$ cat src/rtl/stc0_egress_serializer.sv
`timescale 1ns/1ps
`default_nettype none
// ============================================================================
// stc0_egress_serializer : buffers NUM_LANES-sample beats and streams them
// MSB-first onto the 8-bit ED bus with backpressure and optional headers.
// Rev 1.0
// ============================================================================
module stc0_egress_serializer #(
  parameter int         DATA_WIDTH      = 16,
  parameter int         NUM_LANES       = 2,
  parameter int         FIFO_DEPTH_LOG2 = 4,
  parameter int         READY_MARGIN    = 2,
  parameter int         FRAME_BEATS     = 8,
  parameter logic [7:0] SYNC_BYTE       = 8'hA5
) (
  input  logic                              Clk,
  input  logic                              Rst,
  input  logic [NUM_LANES*2*DATA_WIDTH-1:0] IngressData,
  input  logic                              IngressValid,
  output logic                              IngressReady,
  input  logic                              HeaderEn,
  output logic [7:0]                        ED,
  output logic                              EValid,
  input  logic                              ERdy,
  output logic                              Overflow,
  output logic [FIFO_DEPTH_LOG2:0]          FifoCount
);

  localparam int c_W      = NUM_LANES * 2 * DATA_WIDTH;
  localparam int c_BYTES  = c_W / 8;
  localparam int c_DEPTH  = 1 << FIFO_DEPTH_LOG2;
  localparam int c_CW     = FIFO_DEPTH_LOG2 + 1;
  localparam int c_IDX_W  = (c_BYTES > 1) ? $clog2(c_BYTES) : 1;
  localparam int c_BEAT_W = (FRAME_BEATS > 1) ? $clog2(FRAME_BEATS) : 1;

  localparam logic [1:0] c_S_IDLE     = 2'd0;
  localparam logic [1:0] c_S_HDR_SYNC = 2'd1;
  localparam logic [1:0] c_S_HDR_SEQ  = 2'd2;
  localparam logic [1:0] c_S_DATA     = 2'd3;

  logic [c_W-1:0]             mem_q [c_DEPTH];
  logic [FIFO_DEPTH_LOG2-1:0] wr_ptr_q, rd_ptr_q;
  logic [c_CW-1:0]            count_q, count_d;
  logic [1:0]                 state_q, state_d;
  logic [c_IDX_W-1:0]         idx_q, idx_d;
  logic [c_BEAT_W-1:0]        beat_q, beat_d;
  logic [7:0]                 seq_q, seq_d;
  logic [7:0]                 ed_q, ed_d;
  logic                       evalid_q, evalid_d;
  logic                       ovf_q;

  logic                       w_empty, w_full, w_xfer, w_last, w_pop, w_push, w_drop;
  logic                       w_remain, w_beat_wrap, w_hdr_now, w_hdr_next;
  logic [FIFO_DEPTH_LOG2-1:0] w_rd_next;
  logic [c_W-1:0]             w_head, w_next_head;

  function automatic logic [7:0] f_byte(input logic [c_W-1:0] word, input logic [c_IDX_W-1:0] k);
    logic [c_W-1:0] sh;
    sh = word << {k, 3'b000};
    return sh[c_W-1 -: 8];
  endfunction

  assign w_empty     = (count_q == '0);
  assign w_full      = (count_q == c_CW'(c_DEPTH));
  assign w_xfer      = evalid_q && ERdy;
  assign w_last      = (state_q == c_S_DATA) && (idx_q == c_IDX_W'(c_BYTES - 1));
  assign w_pop       = w_xfer && w_last;
  assign w_push      = IngressValid && (!w_full || w_pop);
  assign w_drop      = IngressValid && w_full && !w_pop;
  assign w_rd_next   = rd_ptr_q + 1'b1;
  assign w_head      = mem_q[rd_ptr_q];
  // A beat pushed on the same edge the sole entry pops is forwarded so the stream has no bubble.
  assign w_next_head = (count_q > c_CW'(1)) ? mem_q[w_rd_next] : IngressData;
  assign w_remain    = (count_q > c_CW'(1)) || w_push;
  assign w_beat_wrap = (beat_q == c_BEAT_W'(FRAME_BEATS - 1));
  assign w_hdr_now   = HeaderEn && (beat_q == '0);
  assign w_hdr_next  = HeaderEn && w_beat_wrap;

  always_comb begin
    count_d = count_q;
    case ({w_push, w_pop})
      2'b10:   count_d = count_q + 1'b1;
      2'b01:   count_d = count_q - 1'b1;
      default: count_d = count_q;
    endcase
  end

  always_ff @(posedge Clk) begin
    if (w_push) mem_q[wr_ptr_q] <= IngressData;
  end

  always_ff @(posedge Clk) begin
    if (Rst) begin
      state_q  <= c_S_IDLE;
      wr_ptr_q <= '0;
      rd_ptr_q <= '0;
      count_q  <= '0;
      idx_q    <= '0;
      beat_q   <= '0;
      seq_q    <= '0;
      ed_q     <= '0;
      evalid_q <= 1'b0;
      ovf_q    <= 1'b0;
    end else begin
      state_q  <= state_d;
      count_q  <= count_d;
      idx_q    <= idx_d;
      beat_q   <= beat_d;
      seq_q    <= seq_d;
      ed_q     <= ed_d;
      evalid_q <= evalid_d;
      if (w_push) wr_ptr_q <= wr_ptr_q + 1'b1;
      if (w_pop)  rd_ptr_q <= w_rd_next;
      if (w_drop) ovf_q    <= 1'b1;
    end
  end

  always_comb begin
    state_d = state_q;
    case (state_q)
      c_S_IDLE:     if (!w_empty) state_d = w_hdr_now ? c_S_HDR_SYNC : c_S_DATA;
      c_S_HDR_SYNC: if (w_xfer) state_d = c_S_HDR_SEQ;
      c_S_HDR_SEQ:  if (w_xfer) state_d = c_S_DATA;
      c_S_DATA: begin
        if (w_pop) begin
          if (w_remain) state_d = w_hdr_next ? c_S_HDR_SYNC : c_S_DATA;
          else          state_d = c_S_IDLE;
        end
      end
      default:      state_d = c_S_IDLE;
    endcase
  end

  always_comb begin
    ed_d     = ed_q;
    evalid_d = evalid_q;
    idx_d    = idx_q;
    beat_d   = beat_q;
    seq_d    = seq_q;
    if (w_pop) begin
      beat_d = w_beat_wrap ? '0 : beat_q + 1'b1;
      if (w_beat_wrap) seq_d = seq_q + 8'd1;
    end
    case (state_q)
      c_S_IDLE: begin
        if (!w_empty) begin
          evalid_d = 1'b1;
          idx_d    = '0;
          ed_d     = w_hdr_now ? SYNC_BYTE : f_byte(w_head, '0);
        end
      end
      c_S_HDR_SYNC: if (w_xfer) ed_d = seq_q;
      c_S_HDR_SEQ: begin
        if (w_xfer) begin
          ed_d  = f_byte(w_head, '0);
          idx_d = '0;
        end
      end
      c_S_DATA: begin
        if (w_xfer) begin
          if (w_last) begin
            idx_d = '0;
            if (w_remain) ed_d = w_hdr_next ? SYNC_BYTE : f_byte(w_next_head, '0);
            else          evalid_d = 1'b0;
          end else begin
            idx_d = idx_q + 1'b1;
            ed_d  = f_byte(w_head, idx_q + 1'b1);
          end
        end
      end
      default: begin
        evalid_d = 1'b0;
        idx_d    = '0;
      end
    endcase
  end

  assign ED           = ed_q;
  assign EValid       = evalid_q;
  assign Overflow     = ovf_q;
  assign FifoCount    = count_q;
  assign IngressReady = (count_q <= c_CW'(c_DEPTH - 1 - READY_MARGIN));

endmodule
`default_nettype wire

$ cat config.mk
export PLATFORM = sky130hd
export DESIGN_NAME = stc0_egress_serializer
export DESIGN_NICKNAME = d
export VERILOG_FILES = /design/src/rtl/stc0_egress_serializer.sv
export SDC_FILE = /design/constraint.sdc
export NUM_CORES = 1
export LEC_CHECK = 0
export BUFFER_PORTS_ARGS = -buffer_cell sky130_fd_sc_hd__buf_2
export CAP_MARGIN = 0
export CORE_UTILIZATION = 45
export DETAILED_ROUTE_END_ITERATION = 12
export PLACE_DENSITY_LB_ADDON = 0.15
export SYNTH_ARGS = -nofsm -noshare
export SYNTH_HDL_FRONTEND = slang
export SYNTH_SLANG_ARGS = --single-unit
export TNS_END_PERCENT = 5
$ cat constraint.sdc
create_clock -name Clk -period 8.44 [get_ports Clk]
set_input_delay 1.688 -clock Clk [delete_from_list [all_inputs] [get_ports Clk]]
set_output_delay 1.688 -clock Clk [all_outputs]
set_load 0.03 [all_outputs]
# --- Yosys cells after proc, flatten, opt, wreduce, memory -nomap -nowiden ---
# Memories as Yosys holds them, arrays and structs flattened. A register that Yosys moved wholly into a read port is not among the register bits.
# Cells that the tools add are included.
op_classes:
  n_mux: 34
  eq_ne: 16
  n_addsub: 7
  order_cmp: 2
  reduce_logical: 23
  shifts: 1
ops:
  columns: ["operator", "count"]
  rows:
  - ["$mux W64", 1]
  - ["$mux W8", 8]
  - ["$shl A64 B6 Y64", 1]
  - ["$pmux W8 S4", 1]
  - ["$mux W3", 5]
  - ["$mux W2", 7]
  - ["$ne A2 B2 Y1 const B", 7]
  - ["$pmux W5 S2", 1]
  - ["$reduce_and A5 Y1", 2]
  - ["$pmux W3 S3", 1]
  - ["$add A4 B1 Y4 const B", 2]
  - ["$add A8 B1 Y8 const B", 1]
  - ["$logic_and A1 B1 Y1", 8]
  - ["$mux W4", 2]
  - ["$pmux W2 S4", 1]
  - ["$reduce_and A4 Y1", 2]
  - ["$add A3 B1 Y3 const B", 2]
  - ["$eq A2 B2 Y1 const B", 3]
  - ["$eq A3 B3 Y1 const B", 2]
  - ["$mux W1", 6]
  - ["$add A5 B1 Y5 const B", 1]
  - ["$eq A5 B5 Y1 const B", 1]
  - ["$gt A5 B1 Y1 const B", 1]
  - ["$le A5 B4 Y1 const B", 1]
  - ["other kinds (12)", 16]
word_totals:
  out_inout_bits: 16
  register_bits: 39
  mem_bits_rw: 1024
  word_cells: 94
  memories: 1
  inputBits: 69
mem_list:
  columns: ["name", "depth", "word_bits", "rd", "rd_clocked_by_memory_dff", "write_ports", "line", "text"]
  rows:
  - ["mem_q", 16, 64, 2, 1, 1, "41", "logic [c_W-1:0] mem_q [c_DEPTH];"]

# --- Depth between registers and ports, before layout ---
logic_depth:
  depth_word: 10
  mapped_depth: 15
  ltp_nobuf: 12

# --- Worst setup path before layout ---
# OpenSTA, ideal clock, no wires.
synth_path:
  path_kind: "input to register"
  startpoint: "input port ERdy"
  endpoint: "memory mem_q[3][0] (netlist name) (enable)"
  setup_time_ns: 0.565
  setup_slack_ns: 0.908
  cell_stages: 6
  n_path_buf: 1
  required_time_ns: 7.875
  arrival_time_ns: 6.968
  path_cell_list: "nand3_1 -> nand4_1 -> and2_1 -> clkbuf_1 -> nand2_1 -> nor3_1"
synth_via:
  elab_chain_len: 6
synth_rtl:
  columns: ["element", "line", "text"]
  rows:
  - ["from (decl)", "24", "input logic ERdy,"]
  - ["$logic_and A1 B1 Y1", "65", "assign w_xfer = evalid_q && ERdy;"]
  - ["$logic_and A1 B1 Y1", "67", "assign w_pop = w_xfer && w_last;"]
  - ["$logic_or A1 B1 Y1", "68", "assign w_push = IngressValid && (!w_full || w_pop);"]
  - ["$logic_and A1 B1 Y1", "68", null]
  - ["$mux W1", "89", "if (w_push) mem_q[wr_ptr_q] <= IngressData;"]
  - ["$mux W1 (implied by the code)", "89", null]
  - ["to (decl)", "41", null]
# Every way passes these cells.

# --- Worst setup path in the final report ---
layout_path:
  startpoint: "register idx_q[0]"
  endpoint: "memory mem_q[4][58] (netlist name) (enable)"
layout_via:
  elab_chain_len: 7
layout_rtl:
  columns: ["element", "line", "text"]
  rows:
  - ["from (decl)", "45", "logic [c_IDX_W-1:0] idx_q, idx_d;"]
  - ["from (signal assigned)", "107", "idx_q <= idx_d;"]
  - ["$eq A3 B3 Y1", "66", "assign w_last = (state_q == c_S_DATA) && (idx_q == c_IDX_W'(c_BYTES - 1));"]
  - ["$logic_and A1 B1 Y1", "66", null]
  - ["$logic_and A1 B1 Y1", "67", null]
  - ["$logic_or A1 B1 Y1", "68", null]
  - ["$logic_and A1 B1 Y1", "68", null]
  - ["$mux W1", "89", null]
  - ["$mux W1 (implied by the code)", "89", null]
# Every way passes these cells.

==> results.json <==
{
  "endpoint_kind": "register",
  "layout.cells.most_common": "edfxtp_1",
  "maxSlewHeadroom_pct": 14.2,
  "netlist_area_um2": 42700,
  "die_w_um": 310,
  "multi_input_area_um2": 10500,
  "avgSynthCellArea_um2": 21.0,
  "worst_ep_required_time_ns": 8.74,
  "run_status": "complete, no violations",
  "cts.htree.levels": 3,
  "coreArea_um2": 93600,
  "insertion_delay_ns": 0.70,
  "layout.nets": 2250,
  "die_h_um": 310,
  "ys_seq_elements": 1067,
  "cts_buffers": 111,
  "final-max-slew-violation-count": 0,
  "yosys.area_share.simple_pct": 3.10,
  "grt_busiest_layer": "met2",
  "grt_pass1_wl_um": 154000,
  "postSynthCellCount": 2035,
  "netlist.top_cell.by_area": "edfxtp_1",
  "synthArstFlopShare_pct": 0,
  "cts_tree": "built",
  "drc": 0,
  "layout_common_cells": "edfxtp_1 (1024), mux4_2 (304), clkbuf_16 (114)",
  "rows": 112,
  "ys_seq_area_share_pct": 74.0,
  "skew_ns": 0.0359,
  "synth_cell_type_count": 68,
  "grt_usage_pct": 22.6,
  "grt_max_degree": 118,
  "ant_nets": 0,
  "synth-adder-area-share_pct": 0.469,
  "fmax_mhz": 195,
  "numClockSinks": 1067,
  "hold_start": "Overflow$_SDFFE_PP0P_",
  "hold_violations": 0,
  "path_clk_slew_ns": 0.07,
  "synth-compound-area-share_pct": 2.26,
  "startpoint_type": "register",
  "synthTopCellsByArea": "edfxtp_1 (72%), mux4_2 (16%), dfxtp_1 (2.0%), mux2i_1 (1.4%), nand2_1 (0.74%)",
  "fin_setup_tns_ns": 0,
  "cts_setup_buffers": 0,
  "setup_viol": 0,
  "overflow": 0,
  "met3_usage_pct": 3.39,
  "post-route-period-util_pct": 60.7,
  "drtIter0Drc": 2270,
  "cts_hold_buf": 0,
  "p_leak_nw": 14.8,
  "drv_cap": 0,
  "viasPerCell": 6.00,
  "cp.arrival_ns": 5.42,
  "ios": 85,
  "first_pass_iters": 5,
  "worstMarginPinSlew_ns": 1.28,
  "synthFlopType": "edfxtp_1",
  "fill_cells": 7459,
  "cp_max_fo": 48,
  "synthXorXnorAreaFrac_pct": 0.390,
  "wirelength_um": 106000,
  "place_congestion": 0.841,
  "use_met2_pct": 36.3,
  "ys_warn_count": 0,
  "cts_resized": 0,
  "rsz0062_at_grt": "false",
  "final-seq-area_um2": 31600,
  "vdd_drop_max_uv": 184,
  "num_vias": 21084,
  "powerDensity_nw_per_um2": 235,
  "power_w": 0.0113,
  "hold_path_class": "reg2reg",
  "met1_usage_pct": 32.1,
  "antenna_found_initial": 13,
  "clock_path_buffers": 3,
  "synth_mux_area_share_pct": 18.0,
  "portBuffers": 84,
  "critPathLaunch": "idx_q[0]$_SDFFE_PP0P_",
  "yosys.area.top_type_share_pct": 72.0,
  "drive_gt1_share_pct": 27.7,
  "root_buffer": "clkbuf_16",
  "timing.final.crit_period_ns": 5.12,
  "critPathKind": "reg2reg",
  "synth_nets": 2120,
  "hpwl_um": 60700,
  "r2r_start": "idx_q[0]$_SDFFE_PP0P_",
  "grt_pass1_vias": 21766,
  "post_drt_wl_per_cell_um": 30.1,
  "synth_top_family_by_area": "multiplexers",
  "start_util_pct": 45.6,
  "syn_to_final_growth_pct": 12.7,
  "synth-edff-count": 1024,
  "dieArea_um2": 96100
}
[critical path, cell delays in order, from the launching register on]
cell,delay [ns]
dfxtp_1,0.31
buf_4,0.42
ha_1,0.24
ha_1,0.34
and3_1,0.35
nand3_1,0.31
nand4_1,0.24
and2_1,0.45
nand2_1,0.36
nor2_4,0.70
buf_4,0.92
[registers in the layout, summed over array words and instances (netlist names), named ones only]
register / flops
state_q: 2
idx_q: 3
FifoCount: 5
ED: 8
beat_q: 3
EValid: 1
seq_q: 8
wr_ptr_q: 4
Overflow: 1
rd_ptr_q: 4
mem_q: 1024
[per-layer routing]
metal / up-vias / routed length (um)
li1: 8798 / -
met4: 2 / 2330
met5: - / 11
met1: 11392 / 45100
met3: 146 / 6520
met2: 746 / 52000
[path summary, 6_finish.rpt]
check | to | slack [ns] | depth (start not counted)
max | mem_q[4][58]$_DFFE_PP_ | 3.32 | 10
min | Overflow$_SDFFE_PP0P_ | 0.47 | 2
max reg2reg | mem_q[4][58]$_DFFE_PP_ | 3.32 | 10
min reg2reg | Overflow$_SDFFE_PP0P_ | 0.47 | 2
[where the power goes]
group / internal (W) / switching, W / leakage [nW]
Sequential: 0.00589 / 0.0000660 / 9.60
Combinational: 0.000173 / 0.000378 / 3.42
Clock: 0.00280 / 0.00202 / 1.74
[metrics by stage]
step | cell area, um^2 | setup slack [ns] | cells | utilization (%) | hold WS (ns)
after floorplan | 42700 | 0.908 | 2035 | - | 0.448
after global placement | 44500 | 3.28 | 3306 | 47.6 | 0.456
after detailed placement | 44500 | 3.25 | 3306 | 47.6 | 0.459
after CTS | 48100 | 3.33 | 3511 | 51.4 | 0.476
after global routing | 48100 | 3.08 | 3512 | 51.4 | 0.495
final | 48100 | 3.32 | 3513 | 51.4 | 0.469
[cell families (layout without fill, tap and decap cells)]
logic type,count (synthesis),in the layout
simple gates,283,283
other cells,0,2
xor+xnor,19,19
flops,1067,1067
mux,378,378
fa+ha+maj,16,16
buf+inv,129,351
compound gates,143,143
[layout make-up]
class                      instances  area share [%]
antenna                            2          0.0104
tap                             1254            3.26
multi-input combinational        839            21.7
sequential                      1067            65.7
timing repair buffer             127            1.65
clock buffer                     143            6.20
inverter                          19           0.153
clock inverter                    62            1.31
[cell usage after synthesis (all sizes together), types with 6 or more instances]
cell type  instances
or3                8
nor4               6
a21oi             27
dfxtp             43
a22oi              9
a221oi             8
nor3              25
nand2b             8
o21ai             33
nand4              8
and2               7
clkbuf            21
a31oi             13
xor2               9
and3               6
mux2i             60
buf               89
ha                16
a211oi             6
nand3             33
nor2b             11
edfxtp          1024
nand2             84
nor2              76
inv               17
a2111oi            6
xnor2             10
o22ai              6
mux4             309
mux2               9
No activity file was read; power rests on OpenSTA's default activity.
